[src/rtl/alu_disp_pkg.sv]
// Shared constants and types for the ALU result display: segment patterns,
// the hex glyph table and the digit-scan index encoding.
package alu_disp_pkg;

  localparam logic [6:0] SEG_BLANK = 7'h7F;
  localparam logic [6:0] SEG_DASH  = 7'h3F;
  localparam logic [3:0] AN_OFF    = 4'hF;

  // Active-low {g,f,e,d,c,b,a}; entry 15 first so HEX_SEG[n] is glyph n.
  localparam logic [15:0][6:0] HEX_SEG = {
    7'h0E, 7'h06, 7'h21, 7'h46, 7'h03, 7'h08, 7'h10, 7'h00,
    7'h78, 7'h02, 7'h12, 7'h19, 7'h30, 7'h24, 7'h79, 7'h40
  };

  typedef enum logic [1:0] {
    DIG0 = 2'd0,
    DIG1 = 2'd1,
    DIG2 = 2'd2,
    DIG3 = 2'd3
  } dig_e;

  function automatic logic [3:0] an_select(input dig_e d);
    return ~(4'b0001 << d);
  endfunction

endpackage

[src/rtl/seg7_hex_decoder.sv]
// Combinational hex nibble to active-low 7-segment pattern.
module seg7_hex_decoder
  import alu_disp_pkg::*;
(
  input  logic [3:0] nibble_i,
  output logic [6:0] seg_o
);

  assign seg_o = HEX_SEG[nibble_i];

endmodule

[src/rtl/alu_result_display.sv]
// Latches ALU answer/opcode and scans them onto a 4-digit common-anode
// display as "op - hi lo", with a blanking window at the start of each slot.
module alu_result_display
  import alu_disp_pkg::*;
#(
  parameter int unsigned NUM_WIDTH    = 8,
  parameter int unsigned REFRESH_DIV  = 100000,
  parameter int unsigned BLANK_CYCLES = 1000
) (
  input  logic                 clk,
  input  logic                 reset,
  input  logic [NUM_WIDTH-1:0] answer,
  input  logic [3:0]           opcode,
  input  logic                 valid,
  input  logic                 hold,
  output logic [6:0]           seg,
  output logic                 dp,
  output logic [3:0]           an,
  output logic                 updated
);

  localparam int unsigned CNT_W = (REFRESH_DIV > 1) ? $clog2(REFRESH_DIV) : 1;
  localparam logic [CNT_W-1:0] CNT_MAX   = CNT_W'(REFRESH_DIV - 1);
  localparam logic [CNT_W-1:0] CNT_BLANK = CNT_W'(BLANK_CYCLES);
  localparam logic [CNT_W-1:0] CNT_ONE   = CNT_W'(1);

  logic [NUM_WIDTH-1:0] ans_q, ans_d;
  logic [3:0]           op_q, op_d;
  logic                 upd_q, upd_d;
  logic [CNT_W-1:0]     cnt_q, cnt_d;
  dig_e                 state_q, state_d;
  logic [6:0]           seg_q, seg_d;
  logic [3:0]           an_q, an_d;
  logic                 dp_q, dp_d;
  logic [3:0]           nib;
  logic [6:0]           dec_seg;

  always_comb begin
    ans_d = ans_q;
    op_d  = op_q;
    upd_d = 1'b0;
    if (valid && !hold) begin
      ans_d = answer;
      op_d  = opcode;
      upd_d = ({answer, opcode} != {ans_q, op_q});
    end
  end

  always_comb begin
    cnt_d   = cnt_q + CNT_ONE;
    state_d = state_q;
    if (cnt_q == CNT_MAX) begin
      cnt_d = '0;
      unique case (state_q)
        DIG0:    state_d = DIG1;
        DIG1:    state_d = DIG2;
        DIG2:    state_d = DIG3;
        default: state_d = DIG0;
      endcase
    end
  end

  always_comb begin
    unique case (state_q)
      DIG0:    nib = ans_q[3:0];
      DIG1:    nib = ans_q[7:4];
      DIG2:    nib = '0;
      default: nib = op_q;
    endcase
  end

  seg7_hex_decoder u_dec (
    .nibble_i (nib),
    .seg_o    (dec_seg)
  );

  // Outputs reflect the current count/index/latched values one cycle later.
  always_comb begin
    seg_d = SEG_BLANK;
    an_d  = AN_OFF;
    dp_d  = 1'b1;
    if (cnt_q >= CNT_BLANK) begin
      an_d  = an_select(state_q);
      seg_d = (state_q == DIG2) ? SEG_DASH : dec_seg;
      dp_d  = !((state_q == DIG3) && op_q[3]);
    end
  end

  always_ff @(posedge clk) begin
    if (reset) begin
      ans_q   <= '0;
      op_q    <= '0;
      upd_q   <= 1'b0;
      cnt_q   <= '0;
      state_q <= DIG0;
      seg_q   <= SEG_BLANK;
      an_q    <= AN_OFF;
      dp_q    <= 1'b1;
    end else begin
      ans_q   <= ans_d;
      op_q    <= op_d;
      upd_q   <= upd_d;
      cnt_q   <= cnt_d;
      state_q <= state_d;
      seg_q   <= seg_d;
      an_q    <= an_d;
      dp_q    <= dp_d;
    end
  end

  assign seg     = seg_q;
  assign an      = an_q;
  assign dp      = dp_q;
  assign updated = upd_q;

endmodule

[config.mk]
export PLATFORM = sky130hd
export DESIGN_NAME = alu_result_display
export DESIGN_NICKNAME = d
export VERILOG_FILES = /design/src/rtl/alu_disp_pkg.sv /design/src/rtl/seg7_hex_decoder.sv /design/src/rtl/alu_result_display.sv
export SDC_FILE = /design/constraint.sdc
export NUM_CORES = 1
export LEC_CHECK = 0
export BUFFER_PORTS_ARGS = -buffer_cell sky130_fd_sc_hd__buf_2
export CORE_MARGIN = 2
export CORE_UTILIZATION = 51
export DETAILED_ROUTE_END_ITERATION = 6
export PLACE_DENSITY = 0.75
export SYNTH_ARGS = -nofsm -noshare
export SYNTH_HDL_FRONTEND = slang
export SYNTH_HIERARCHICAL = 1
export SYNTH_SLANG_ARGS = --single-unit
[constraint.sdc]
create_clock -name clk -period 2.5 [get_ports clk]
set_input_delay 0.25 -clock clk [delete_from_list [all_inputs] [get_ports clk]]
set_output_delay 0.25 -clock clk [all_outputs]
set_load 0.01 [all_outputs]
Yosys cells after proc, flatten, opt, wreduce, memory -nomap -nowiden
Memories as Yosys holds them, arrays and structs flattened.
Cells that the tools add are included.
- register bits: 44
- bits in latches: 0
- bits in writable memories: 0
- memory bits (read-only): 112
- bits of input ports: 16
- output and inout bits: 13
- word-level logic and storage cells: 35
- memories kept: 1
- add/sub/neg operators: 1
- multipliers: 0
- divide/modulo/power cells: 0
- $lt $le $gt $ge: 2
- eq/ne operators: 5
- shifts and indexed selects: 1
- multiplexer cells: 4
- bitwise gates (word level): 3
- reduce and logical (&&, ||, !) cells: 9
- memory list (name ; depth ; width ; read ports ; clocked after memory_dff ; wr ports ; line ; RTL):
    (name not given) ; 16 ; 7 ; 1 ; 0 ; 0 ; seg7_hex_decoder.sv:9 ; assign seg_o = HEX_SEG[nibble_i];
- operators with widths (cell ; number):
    17-bit by 1-bit adder with 17-bit output (second input constant) ; 1
    17-bit equality test (second input constant) ; 1
    17-bit by 10-bit >= comparator with 1-bit output (second input constant) ; 1
    7-bit 2-to-1 mux ; 2
    12-bit inequality test ; 1
    4-bit case mux with 3 select lines ; 1
    2-bit case mux with 3 select lines ; 1
    2-bit OR reduction ; 3
    4-bit by 5-bit less-than comparator with 1-bit output (second input constant) ; 1
    2-bit equality test (second input constant) ; 2
    4-bit NOT ; 1
    1-bit by 2-bit left shift with 4-bit output (first input constant) ; 1
    3-bit OR reduction ; 1
    2-bit by 1-bit equality test with 1-bit output (second input constant) ; 1
    1-bit logical AND ; 2
    1-bit zero test ; 2
    2-bit zero test ; 1
    1-bit NOT ; 2

Logic depth before layout (Yosys ltp)
Gate-level depths: netlist (run 1).
- word-level depth: 5
- mapped depth: 10

Cells and area by module
Netlist (run 1), hierarchy kept.
- by module, submodules not included (module ; instances ; cells each ; area an instance (um^2)):
    alu_result_display ; 1 ; 222 ; 1926.8
    seg7_hex_decoder ; 1 ; 32 ; 275.3

Worst setup path after synthesis (run 1)
OpenSTA, ideal clock, no wires.
- path kind: flip-flop to flip-flop
- start: register state_q[0]
- end: register seg_q[3], in the netlist seg[3]
- arrival time: 2.489 ns
- data required time: 2.373 ns
- path slack: -0.116 ns
- cell stages (with the launch flop): 10
- period minus slack after synthesis: 2.616 ns
- path through: dfxtp_1 -> inv_1 -> ha_1 -> a22oi_1 -> o21ai_0 -> inv_1 -> ha_1 -> inv_1 -> mux4_1 -> or3_1
- longest elaborated chain between the ends: 4
- elaborated cells between the ends (all ways): 7
- RTL lines (element ; line ; RTL):
    start, declared ; alu_result_display.sv:31 ; dig_e state_q, state_d;
    start signal, assigned ; alu_result_display.sv:104 ; state_q <= state_d;
    2-bit equality test, or another cell as far along ; alu_result_display.sv:64 ; unique case (state_q)
    4-bit case mux with 3 select lines (*) ; alu_result_display.sv:64 ;
    net nib[0] ; alu_result_display.sv:35 ; logic [3:0] nib;
    memory 16 x 7 bit (*) ; -- ;
    7-bit 2-to-1 mux (implied by the code) (*) ; seg7_hex_decoder.sv:9 ;
    net dec_seg[3] ; alu_result_display.sv:36 ; logic [6:0] dec_seg;
    end signal, assigned ; alu_result_display.sv:105 ; seg_q <= seg_d;
    end, declared ; alu_result_display.sv:32 ; logic [6:0] seg_q, seg_d;
The timed path passes the listed nets; every way through them passes the cells marked *. The select of a mux whose other input is x is not followed.
A chain may end at the register's enable or synchronous reset.

Worst setup path after layout (run 1)
Same ends and word-level chain as after synthesis.

==> results of run 1 <==
-- cells by family (layout without fill, tap and decap cells) --
group | count (synthesis) | after routing | synth area share
simple gates | 108 | 108 | 0.244
flops | 44 | 44 | 0.400
compound gates | 35 | 35 | 0.0943
xor+xnor | 27 | 27 | 0.107
buf+inv | 20 | 51 | 0.0398
fa+ha+maj | 14 | 14 | 0.0795
mux | 6 | 6 | 0.0352
-- sequential cells by signal, summed over array words and instances (netlist names) --
name,count
cnt_q,17
ans_q,8
seg,7
an,4
op_q,4
state_q,2
dp,1
updated,1
-- cell type report --
class	count	area (um^2)
fill	371	1550
multi-input combinational	190	1240
sequential	44	881
timing repair buffer	34	185
clock buffer	5	68.8
tap	50	62.6
clock inverter	2	60.1
inverter	10	37.5
-- how the worst min path moves through the flow --
stage               cells past startpoint  startpoint  slack (ps)       end
finish                                  3   answer[6]         200  ans_q[6]
CTS                                     3   answer[3]         200  ans_q[3]
global placement                        1     op_q[3]         460        dp
floorplan                               2   answer[0]         390  ans_q[0]
detailed placement                      1     op_q[3]         450        dp
global route                            3   answer[2]         200  ans_q[2]
-- report_power, final --
part	total, mW	internal, mW	switching, mW
clock	0.635	0.393	0.241
combinational	0.114	0.0535	0.0608
sequential	0.731	0.714	0.0168
total	1.48	1.16	0.319
-- tightest hold or removal path: cells and delay by family --
family	cells	cell delay [ps]
buffers and inverters	1	110
AND/OR/NAND/NOR	1	50
AO/OA/AOI/OAI	1	50
-- repair_timing --
action                     CTS  global route
setup endpoints to repair    0             1
gates resized for setup      0             3
buffers inserted             0             0
-- Yosys cell counts, types with 2 or more instances --
cell	number	area share
sky130_fd_sc_hd__a21oi_1	15	0.034
sky130_fd_sc_hd__clkbuf_1	5	0.0085
sky130_fd_sc_hd__or3_1	6	0.017
sky130_fd_sc_hd__and4_1	3	0.012
sky130_fd_sc_hd__a22oi_1	4	0.014
sky130_fd_sc_hd__xnor2_1	20	0.080
sky130_fd_sc_hd__a22o_1	2	0.0080
sky130_fd_sc_hd__ha_1	14	0.080
sky130_fd_sc_hd__nor3_1	4	0.0091
sky130_fd_sc_hd__nor2_1	23	0.039
sky130_fd_sc_hd__dfxtp_1	44	0.40
sky130_fd_sc_hd__nand4_1	11	0.031
sky130_fd_sc_hd__and2_1	2	0.0057
sky130_fd_sc_hd__xor2_1	7	0.028
sky130_fd_sc_hd__o21ai_0	9	0.020
sky130_fd_sc_hd__nand2_1	36	0.061
sky130_fd_sc_hd__mux2i_1	4	0.018
sky130_fd_sc_hd__nand3_1	8	0.018
sky130_fd_sc_hd__nor4_1	6	0.017
sky130_fd_sc_hd__inv_1	10	0.017
sky130_fd_sc_hd__buf_2	4	0.0091
-- per-stage QoR --
step	worst slack, ps	cell area [um^2]	total power, mW	hold WS [ps]
after global routing	3.51	2530	1.54	196
after CTS	51.2	2530	1.49	198
final	164	2530	1.48	197
after floorplan	20.9	2200	0.824	386
after global placement	178	2400	0.859	457
after detailed placement	82.3	2400	0.861	454
-- routing by layer --
layer,share of wire,vias to the layer above
met4,0.010,0
li1,-,931
met5,0,-
met2,0.46,31
met1,0.49,854
met3,0.040,6
==> summary by stage, run 1 <==
Timing
The number of hold violations in the final report is 0. The count of pins over their slew limit is 0. For the pin with the worst max-slew slack, the measured transition is approximately 800 ps.

Setup violations remaining at the end of the flow were counted as 0. The fmax is around 430 MHz. The share of the cycle needed by the critical path after routing is 0.934.

Across the routed clock network, the largest skew measured is between 8 and 9 ps. Measured against its own limit, the worst slew margin works out to 0.456. The setup TNS is 0 ps.

The worst path in the final design needs a cycle of 2340 ps, including I/O delays and setup. Setup repair after global routing left no endpoint under its margin.

Routing
Dividing the detail-routed wire length by the instance count gives between 10 and 15 um. The count of nets left with antenna violations after detail routing is 0. The starting DRC count in detailed routing is 74.

For this block, the via count after detailed routing is between 1500 and 2000. The first TritonRoute pass finished after 4 iterations. Using the TritonRoute via totals, the vias-per-cell ratio works out to around 5.4. For this run, design rule violations remaining after detail routing come to 0. The total length of routed wires is around 4.4 mm.

Global route
The number of global-route vias before repair is between 1500 and 2000. The fraction of met2 tracks used by global routing is 0.312. Summed over all layers, the global routing overflow is 0.

The met3 track demand over resource is 0.0523. Entering global routing, the biggest net connects 21 pins. The wire length of the first global-routing pass is between 7 and 8 mm. For met1 alone, demand over resource in global routing was 0.248.

For this run, the total global-route usage over all layers was measured as 0.189. The number of antenna violations at the first check in global routing is 0. In this run the most used layer during global routing was met2.

Setup path
The number of buffer and inverter instances along the worst setup path is 2. In this run the worst setup path terminates at seg[3]. The data arrival time of the worst path is around 2500 ps. The cell that appears most often on the critical path is sky130_fd_sc_hd__ha_1. The critical path goes through inv_1, ha_1, a22oi_1, o21ai_1, buf_4, ha_1, mux4_1, or3_1. The largest incremental delay on the critical path is 470 ps.

The number of logic stages on the critical path including buffering is 8. The top cell family by delay on the critical path is adder cells. The startpoint identified for the worst register-to-register timing path is state_q[0]. The critical path class is register to register. The largest fanout on the critical path is 6. The worst setup path startpoint is state_q[0]. The cell type of the slowest stage on the worst timing path is sky130_fd_sc_hd__mux4_1. The capturing point of the worst reg2reg path is seg[3]. The worst setup path is captured at a register. Measured in cells, the most critical reg-to-reg path has a length of 8. The required time reported for the critical path endpoint is between 2000 and 3000 ps.

The setup slack on the worst flop-to-flop path is around 160 ps. The worst setup path is launched from a register.

Clock tree
The cell sitting at the root of the clock tree is a sky130_fd_sc_hd__clkbuf_8. The number of clock sinks seen by CTS is 44. The maximum level of the CTS H-tree is 2. The clock-pin slew on the worst setup and hold paths is ~80 ps. In this run, CTS created clock tree buffers numbering 5. TritonCTS built the clock tree. The clock latency at the later pin of the worst-skew pair is approximately 300 ps. In this run the deepest clock path goes through 2 buffers. The number of buffers inserted by hold repair at cts is 0.

Placed design
Port buffering added 28 buffers. The estimated wirelength of the detail-placed design is 3.18 mm. At the end of routability-driven placement, the weighted congestion stood at 0.836. The placed cell count is 328.

Finish
The top cell types in the final layout, fill and taps aside, are sky130_fd_sc_hd__dfxtp_1 (44), sky130_fd_sc_hd__nand2_1 (36), sky130_fd_sc_hd__buf_2 (28). From synthesis to final layout, the design area changed by 15.1%. The antenna diode count is 0. The most frequent standard cell in the layout excluding fill and tap cells is sky130_fd_sc_hd__dfxtp_1. The non-filler instance count after layout is roughly 340.

Once layout is complete, the utilization of the core stands at 0.620. The share of final-layout standard cells stronger than drive strength 1 is 0.165. At the end of the flow, the number of nets in the layout was ~320.

Die
The area inside the core boundary is around 4100 um^2. The initial utilization of the core area, before any placement, comes to 0.539. Measured along the y axis, the die boundary spans 69.7 um.

The x dimension of the die is 69.7 um. The number of top-level pins is 29. The placement row count is 23.

The area of the die is 4860 um^2.

Synthesis
The post-synthesis cell count is 254. The number of flops mapped to enable cells by yosys is 0. In this run the cell area of the synthesized design comes to about 2200 um^2. The synthesis warning total is 6.

The most used flip-flop cell after synthesis is sky130_fd_sc_hd__dfxtp_1. Synthesis inferred between 40 and 50 register bits. The sequential share of the synthesized area is 0.400. The post-synthesis cell type count is 38. For this run, asynchronously set or reset flops after synthesis account for 0. Each instance of the synthesized netlist takes up on average roughly 8.7 um^2. The total nets after synthesis is between 200 and 300.

Outcome
The run finished with clean final reports.

Power
The leakage component of the power is ~0.94 nW. The largest vdd supply drop is between 0.2 and 0.3 mV. The power per unit of standard cell area is 584 nW/um^2.

Hold path
The path class of the tightest hold or removal check is input pin to register.

Flow run
The max-capacitance violation count is 0.
No activity file was read; power rests on OpenSTA's default activity.
==> run 2, diff against run 1 <==
--- a/config.mk
+++ b/config.mk
@@ -5,11 +5,11 @@
 export SDC_FILE = /design/constraint.sdc
 export NUM_CORES = 1
 export LEC_CHECK = 0
-export BUFFER_PORTS_ARGS = -buffer_cell sky130_fd_sc_hd__buf_2
 export CORE_MARGIN = 2
-export CORE_UTILIZATION = 51
+export CORE_UTILIZATION = 55
 export DETAILED_ROUTE_END_ITERATION = 6
-export PLACE_DENSITY = 0.75
+export DONT_BUFFER_PORTS = 1
+export PLACE_DENSITY = 0.8
 export SYNTH_ARGS = -nofsm -noshare
 export SYNTH_HDL_FRONTEND = slang
 export SYNTH_HIERARCHICAL = 1
==> run 2 against run 1 <==
Against the previous run:
- non-clock buffer count down 27
- die area down 6.9%
- global-route usage up 2.7 points
- critical endpoint unchanged
- sequential share of layout area up 1.6 points
- clock power down 2%
- combinational power down 15%
- largest power group unchanged
- register-to-register slack better by 20 ps
- sequential power about the same
==> summary by stage, run 2 (synthesized netlist as in run 1, its figures left out) <==
Outcome
The flow ran to the end, and the final reports show no timing, DRC or antenna violations.

Placed design
The cell area after placement was 2260 um^2 (-5.9%). The number of input and output port buffers inserted is 0 (-100%). The estimated wirelength of the detail-placed design came to 3.20 mm (+0.65%). The weighted congestion reported at the end of routability-driven placement is 0.791 (-5.3%).

Setup path
The signal on the critical path passes through inv_1, ha_4, a22oi_1, o21ai_1, inv_1, ha_1, inv_1, mux4_1, or3_1. The setup slack on the worst flop-to-flop path is 180 ps (+20 ps). The required time reported for the critical path endpoint is 2680 ps (about the same).

The largest incremental delay on the critical path came to 460 ps (about the same). STA classifies the critical path endpoint as a register. The worst register-to-register path ends at seg[3].

The number of cells traversed by the worst register-to-register path is 9 (+1). The kind of launch point of the worst setup path is a register. The data arrival time of the worst path is 2490 ps (-30 ps). The largest fanout on the critical path is 5 (-1). In this run the critical register-to-register path is launched from state_q[1]. The library cell appearing most often on the critical path is sky130_fd_sc_hd__inv_1. The cell type of the slowest stage on the worst timing path is sky130_fd_sc_hd__mux4_1. The critical path class is register to register.

Hold path
The path with the worst hold slack has its endpoint at state_q[1]. The startpoint identified for the worst hold timing path is reset. The cell depth of the worst min-delay path is 1 (-2). The path type of the worst min-delay path is input pin to register.

Routing
The total iterations of the first detailed-routing run is 4 (unchanged). The total length of routed wires was 4.48 mm (+2.4%). The starting DRC count in detailed routing is 104 (+41%). The final routed DRC violation total is 0 (unchanged). The post-detailed-route via-to-cell ratio is 5.64 (+3.6%).

The total number of vias is 1725 (-5.3%). The average wire per standard cell came to 14.6 um (+12%). The count of nets left with antenna violations after detail routing was 0 (unchanged).

Timing
The setup TNS is 0 ps (unchanged). Setup repair after global routing left no endpoint under its margin. The fmax is 431 MHz (+0.73%).

The final critical path time including I/O delays and setup was 2320 ps (-17.0 ps). The slew at the pin closest to its max-slew limit came to 794 ps (-19.8 ps). The share of the cycle needed by the critical path after routing was 0.928 (-0.00680). The count of pins over their slew limit is 0 (unchanged).

The worst clock skew on the final layout is 4.03 ps (-4.58 ps). The worst-case headroom to the max-slew limit is 0.465 (+0.00870). The number of hold violations in the final report is 0 (unchanged). The final-report setup violation count is 0 (unchanged).

Finish
The most frequent standard cell in the layout excluding fill and tap cells is sky130_fd_sc_hd__dfxtp_1. The number of nets in the finished design is 288 (-8.6%). The footprint of the multi-input gates came to 1260 um^2 (+1.8%). The share of final-layout standard cells stronger than drive strength 1 came to 0.0891 (-0.0758). The antenna diode count is 0 (unchanged).

The layout overhead on the synthesized area is 10.2%. The footprint of the flip-flops and latches is 883 um^2 (+0.28%). The flip-flop count of the largest register, all copies and words added was 17 (unchanged). The fill cell instance count of the final layout came to 325 (-12%). Ranked by flip-flop count, first place goes to cnt_q.

The summed area of non-filler cells in the final layout is 2430 um^2 (-4.2%). In the layout the commonest cells are sky130_fd_sc_hd__dfxtp_1 (42), sky130_fd_sc_hd__nand2_1 (36), sky130_fd_sc_hd__nor2_1 (23).

Global route
The final global-route overflow total came to 0 (unchanged). The maximum number of pins on one net before global-route repair is 21 (unchanged). The number of antenna violations at the first check in global routing is 0 (unchanged). The number of global-route vias before repair is 1618 (-6.4%). The total routing resource utilization after global routing is 0.217 (+0.0274).

The wire length of the first global-routing pass is 7.27 mm (-4.5%).

Clock tree
The clock latency at the later pin of the worst-skew pair came to 290 ps (about the same). The buffer cell driving the clock tree root is sky130_fd_sc_hd__clkbuf_8. TritonCTS built the clock tree. The number of buffers added for setup after CTS is 0 (unchanged). The clock tree buffer depth is 2 (unchanged).

The clock-pin slew on the worst setup and hold paths is 80 ps (about the same). The maximum level of the CTS H-tree is 2 (unchanged). The number of buffers created by CTS is 5 (unchanged). The number of clock sinks seen by CTS is 44 (unchanged).

Power
The largest vdd supply drop is 0.427 mV (+54%). The power per unit of standard cell area is 598 nW/um^2 (+2.5%). The leakage component of the power is 0.863 nW (-8.6%).

Die
The placement row count is 22 (-4.3%). The area of the die was 4530 um^2 (-6.9%). The area inside the core boundary is 3740 um^2 (-8.4%). The number of top-level pins was 29 (unchanged).

The x dimension of the die is 67.3 um (-3.5%). The starting density of the core came to 0.588 (+0.0493). The height of the die was 67.3 um (-3.5%).

Flow run
The max-capacitance violation count is 0 (unchanged).
## run 2: changes by cell type in the layout (fill, tap and decap cells not counted), sizes merged
cell	before	now
buf	34	6
dlygate4sd3	0	1
## run 2: how the worst max path moves through the flow
stage	start	endpoint	slack, ps	cells after the start
floorplan	state_q[0]	seg[3]	20	9
global placement	state_q[0]	seg[3]	180	9
detailed placement	state_q[0]	seg[3]	80	9
finish	state_q[1]	seg[3]	180	9
global route	state_q[1]	seg[3]	50	9
CTS	state_q[0]	seg[3]	60	9
## run 2: per-layer routing
metal	GRT usage	wire, um	vias up	share of wire
li1	-	-	881	-
met1	0.251	1880	792	0.42
met2	0.373	2290	42	0.51
met3	0.0517	218	10	0.049
met4	0.107	91	0	0.020
met5	0	0	-	0
## run 2: critical path, delay by kind of cell (launching register included)
family,cells,cell delay (ps)
buf+inv,3,320
compound gates,2,250
fa+ha+maj,2,480
mux,1,460
flops,1,350
simple gates,1,350
## run 2: through the flow
step	utilization	worst slack, ps	total power, mW	instances	hold WS (ps)
2_1_floorplan	-	20.9	0.824	254	386
3_3_place_gp	0.603	180	0.839	298	324
3_5_place_dp	0.603	75.6	0.841	298	326
4_1_cts	0.637	56.3	1.46	305	7.34
5_1_grt	0.648	46.4	1.51	306	1.43
6_report	0.648	181	1.45	306	11.7
## run 2: cell type report
type / count / share of cell area
multi-input combinational: 190 / 0.520
clock inverter: 2 / 0.0248
inverter: 10 / 0.0155
sequential: 44 / 0.364
timing repair buffer: 7 / 0.0227
tap: 48 / 0.0248
clock buffer: 5 / 0.0284
## run 2: what timing repair did
| item | 4_1_cts | 5_1_grt |
|---|---|---|
| setup endpoints to repair | 0 | 2 |
| gates resized for setup | 0 | 9 |
| hold buffers | 0 | 1 |
| hold endpoints to repair | 0 | 2 |
## run 2: report_power, final
group	switching [mW]	internal [mW]
clock	0.230	0.393
combinational	0.0495	0.0472
sequential	0.0179	0.714
==> run 3, diff against run 2 <==
--- a/config.mk
+++ b/config.mk
@@ -5,7 +5,7 @@
 export SDC_FILE = /design/constraint.sdc
 export NUM_CORES = 1
 export LEC_CHECK = 0
-export CORE_MARGIN = 2
+export CORE_MARGIN = 1
 export CORE_UTILIZATION = 55
 export DETAILED_ROUTE_END_ITERATION = 6
 export DONT_BUFFER_PORTS = 1
==> run 3 against run 2 <==
Against the previous run:
- clock skew down 2.0 ps
- combinational power up 5%
- total power up 0.75%
- non-clock buffer count up 3
- sequential cell count unchanged
- wire length down 1.4%
- critical endpoint unchanged
- highest routed layer unchanged
==> summary by stage, run 3 (synthesized netlist as in run 1, its figures left out) <==
Power
The largest vdd supply drop is 0.434 mV (+1.7%). The overall power of the completed layout is 1.46 mW (+0.75%). The power per unit of standard cell area is 600 nW/um^2 (+0.34%). The leakage component of the power is 0.872 nW (+1.0%).

Routing
The post-detailed-route via-to-cell ratio is 5.65 (+0.18%). The met2 wire length is 2.20 mm (-3.7%). The average wire per standard cell is 14.3 um (-2.4%). The routed length on met1 was 1.92 mm (+2.5%). The routed wire length on met3 came to 170 um (-22%). The total number of vias came to 1745 (+1.2%). In this run the top signal layer used is met4. The total length of routed wires is 4.41 mm (-1.4%).

The total iterations of the first detailed-routing run is 4 (unchanged). The starting DRC count in detailed routing came to 169 (+63%). The final routed DRC violation total is 0 (unchanged). The count of nets left with antenna violations after detail routing is 0 (unchanged).

Finish
The share of final-layout standard cells stronger than drive strength 1 is 0.0805 (-0.00869). The antenna diode count was 0 (unchanged). The area growth from synthesis to layout is 10.6%. The library cell used most frequently in the layout, excluding fill and tap cells, is sky130_fd_sc_hd__dfxtp_1. The fill cell instance count of the final layout is 331 (+1.8%). The library cells used most frequently in the layout, excluding fill and tap cells, are sky130_fd_sc_hd__dfxtp_1 (43), sky130_fd_sc_hd__nand2_1 (36), sky130_fd_sc_hd__nor2_1 (23). The number of nets in the finished design is 291 (+1.0%). The register with the most flip-flops is cnt_q. The flip-flop count of the largest register, all copies and words added is 17 (unchanged).

Placed design
The weighted congestion reported at the end of routability-driven placement is 0.822 (+3.9%). The number of input and output port buffers inserted came to 0 (unchanged). The post-place setup slack came to 99.2 ps (+23.5 ps). The estimated wirelength of the detail-placed design was 3.05 mm (-4.8%).

Timing
The worst clock skew on the final layout is 2.01 ps (-2.02 ps). The worst-case headroom to the max-slew limit was 0.493 (+0.0275). Setup repair after global routing left no endpoint under its margin. The fmax came to 421 MHz (-2.4%). The setup slack after layout was 124 ps (-56.8 ps). The count of pins over their slew limit is 0 (unchanged).

The final critical path time including I/O delays and setup is 2380 ps (+56.8 ps). The setup TNS came to 0 ps (unchanged). The number of hold violations in the final report is 0 (unchanged). The post-route worst hold slack is 6.98 ps (-4.69 ps). The share of the cycle needed by the critical path after routing is 0.950 (+0.0227). The final-report setup violation count was 0 (unchanged).

The slew at the pin closest to its max-slew limit is 759 ps (-34.5 ps).

Setup path
Walking the worst path, the cells encountered are inv_1, ha_2, a22oi_1, o21ai_2, buf_4, ha_1, mux4_1, or3_1. The data arrival time of the worst path is 2560 ps (+70 ps). STA classifies the critical path startpoint as a register. The critical path is of the register to register type. The required time reported for the critical path endpoint came to 2690 ps (about the same). The largest fanout on the critical path is 6 (+1). The startpoint of the worst-slack reg-to-reg timing path is state_q[1]. The setup slack on the worst flop-to-flop path is 120 ps (-60 ps). The largest incremental delay on the critical path was 470 ps (about the same). The number of cells traversed by the worst register-to-register path is 8 (-1).

The worst register-to-register path ends at seg[3]. The endpoint kind of the worst setup timing path is a register. Among all stages on the critical path, the largest delay is contributed by sky130_fd_sc_hd__mux4_1.

Hold path
The startpoint identified for the worst hold timing path is reset. The hold path endpoint is op_q[3]. The path type of the worst min-delay path is input pin to register.

The cell depth of the worst min-delay path came to 1 (unchanged).

Die
The height of the die came to 65.3 um (-3.0%). The area inside the core boundary is 3740 um^2 (unchanged). The x dimension of the die came to 65.3 um (-3.0%). The area of the die came to 4260 um^2 (-5.9%). The placement row count is 22 (unchanged). The starting density of the core came to 0.588 (unchanged). The number of top-level pins came to 29 (unchanged).

Global route
The maximum number of pins on one net before global-route repair is 21 (unchanged). The number of antenna violations at the first check in global routing is 0 (unchanged). The final global-route overflow total is 0 (unchanged). The total routing resource utilization after global routing is 0.219 (+0.00260). The number of global-route vias before repair is 1589 (-1.8%). The wire length of the first global-routing pass was 7.04 mm (-3.1%).

Outcome
The run finished with clean final reports.

Clock tree
The root buffer cell chosen for the clock tree is sky130_fd_sc_hd__clkbuf_8. The number of buffers created by CTS is 5 (unchanged). The clock latency at the later pin of the worst-skew pair is 300 ps (about the same). The maximum level of the CTS H-tree is 2 (unchanged).

The number of clock sinks seen by CTS is 44 (unchanged). TritonCTS built the clock tree. The clock tree buffer depth is 2 (unchanged). The clock-pin slew on the worst setup and hold paths was 80 ps (about the same).

Flow run
The max-capacitance violation count is 0 (unchanged).
[run 3: critical path: cells and delay by family, from the launching register on]
kind	cells	cell delay, ps
flip-flops	1	410
AND/OR/NAND/NOR	1	350
multiplexers	1	470
adder cells (fa/ha/maj)	2	440
AO/OA/AOI/OAI	2	340
buffers and inverters	2	250
[run 3: cell type report]
cell class,instances,area [um^2],area share
clock buffers,5,68.8,0.0282
clock inverters,2,60.1,0.0247
multi-input cells,190,1240,0.510
inverters,10,37.5,0.0154
well taps,48,60.1,0.0247
repair buffers,10,85.1,0.0349
flip-flops and latches,44,882,0.362
[run 3: worst max path at each step]
| stage | start | endpoint | slack [ps] | depth (start not counted) |
|---|---|---|---|---|
| after global routing | state_q[1] | seg[3] | 40 | 8 |
| after CTS | state_q[1] | seg[3] | 70 | 9 |
| after detailed placement | state_q[1] | seg[3] | 100 | 9 |
| after global placement | state_q[0] | seg[3] | 190 | 8 |
| after floorplan | state_q[0] | seg[3] | 20 | 9 |
| final | state_q[1] | seg[3] | 120 | 8 |
[run 3: repair_timing]
item,in CTS,in global routing
endpoints found under the setup margin,0,1
buffers inserted,0,0
hold buffers,0,4
resized for setup,0,5
endpoints found under the hold margin,0,8
[run 3: layer usage]
layer,vias up,GRT usage
met3,8,0.0538
met4,0,0.130
li1,890,-
met5,-,0
met1,810,0.263
met2,37,0.352
[run 3: power by group]
part           switching (mW)  internal (mW)
Clock                   0.236          0.393
Combinational          0.0523         0.0497
Sequential             0.0179          0.714
Total                   0.306           1.16
[run 3: per-stage QoR]
stage / area, um^2 / util / cells
finish: 2440 / 0.651 / 309
global route: 2440 / 0.651 / 309
CTS: 2390 / 0.637 / 305
detailed placement: 2260 / 0.603 / 298
global placement: 2260 / 0.603 / 298
floorplan: 2200 / - / 254
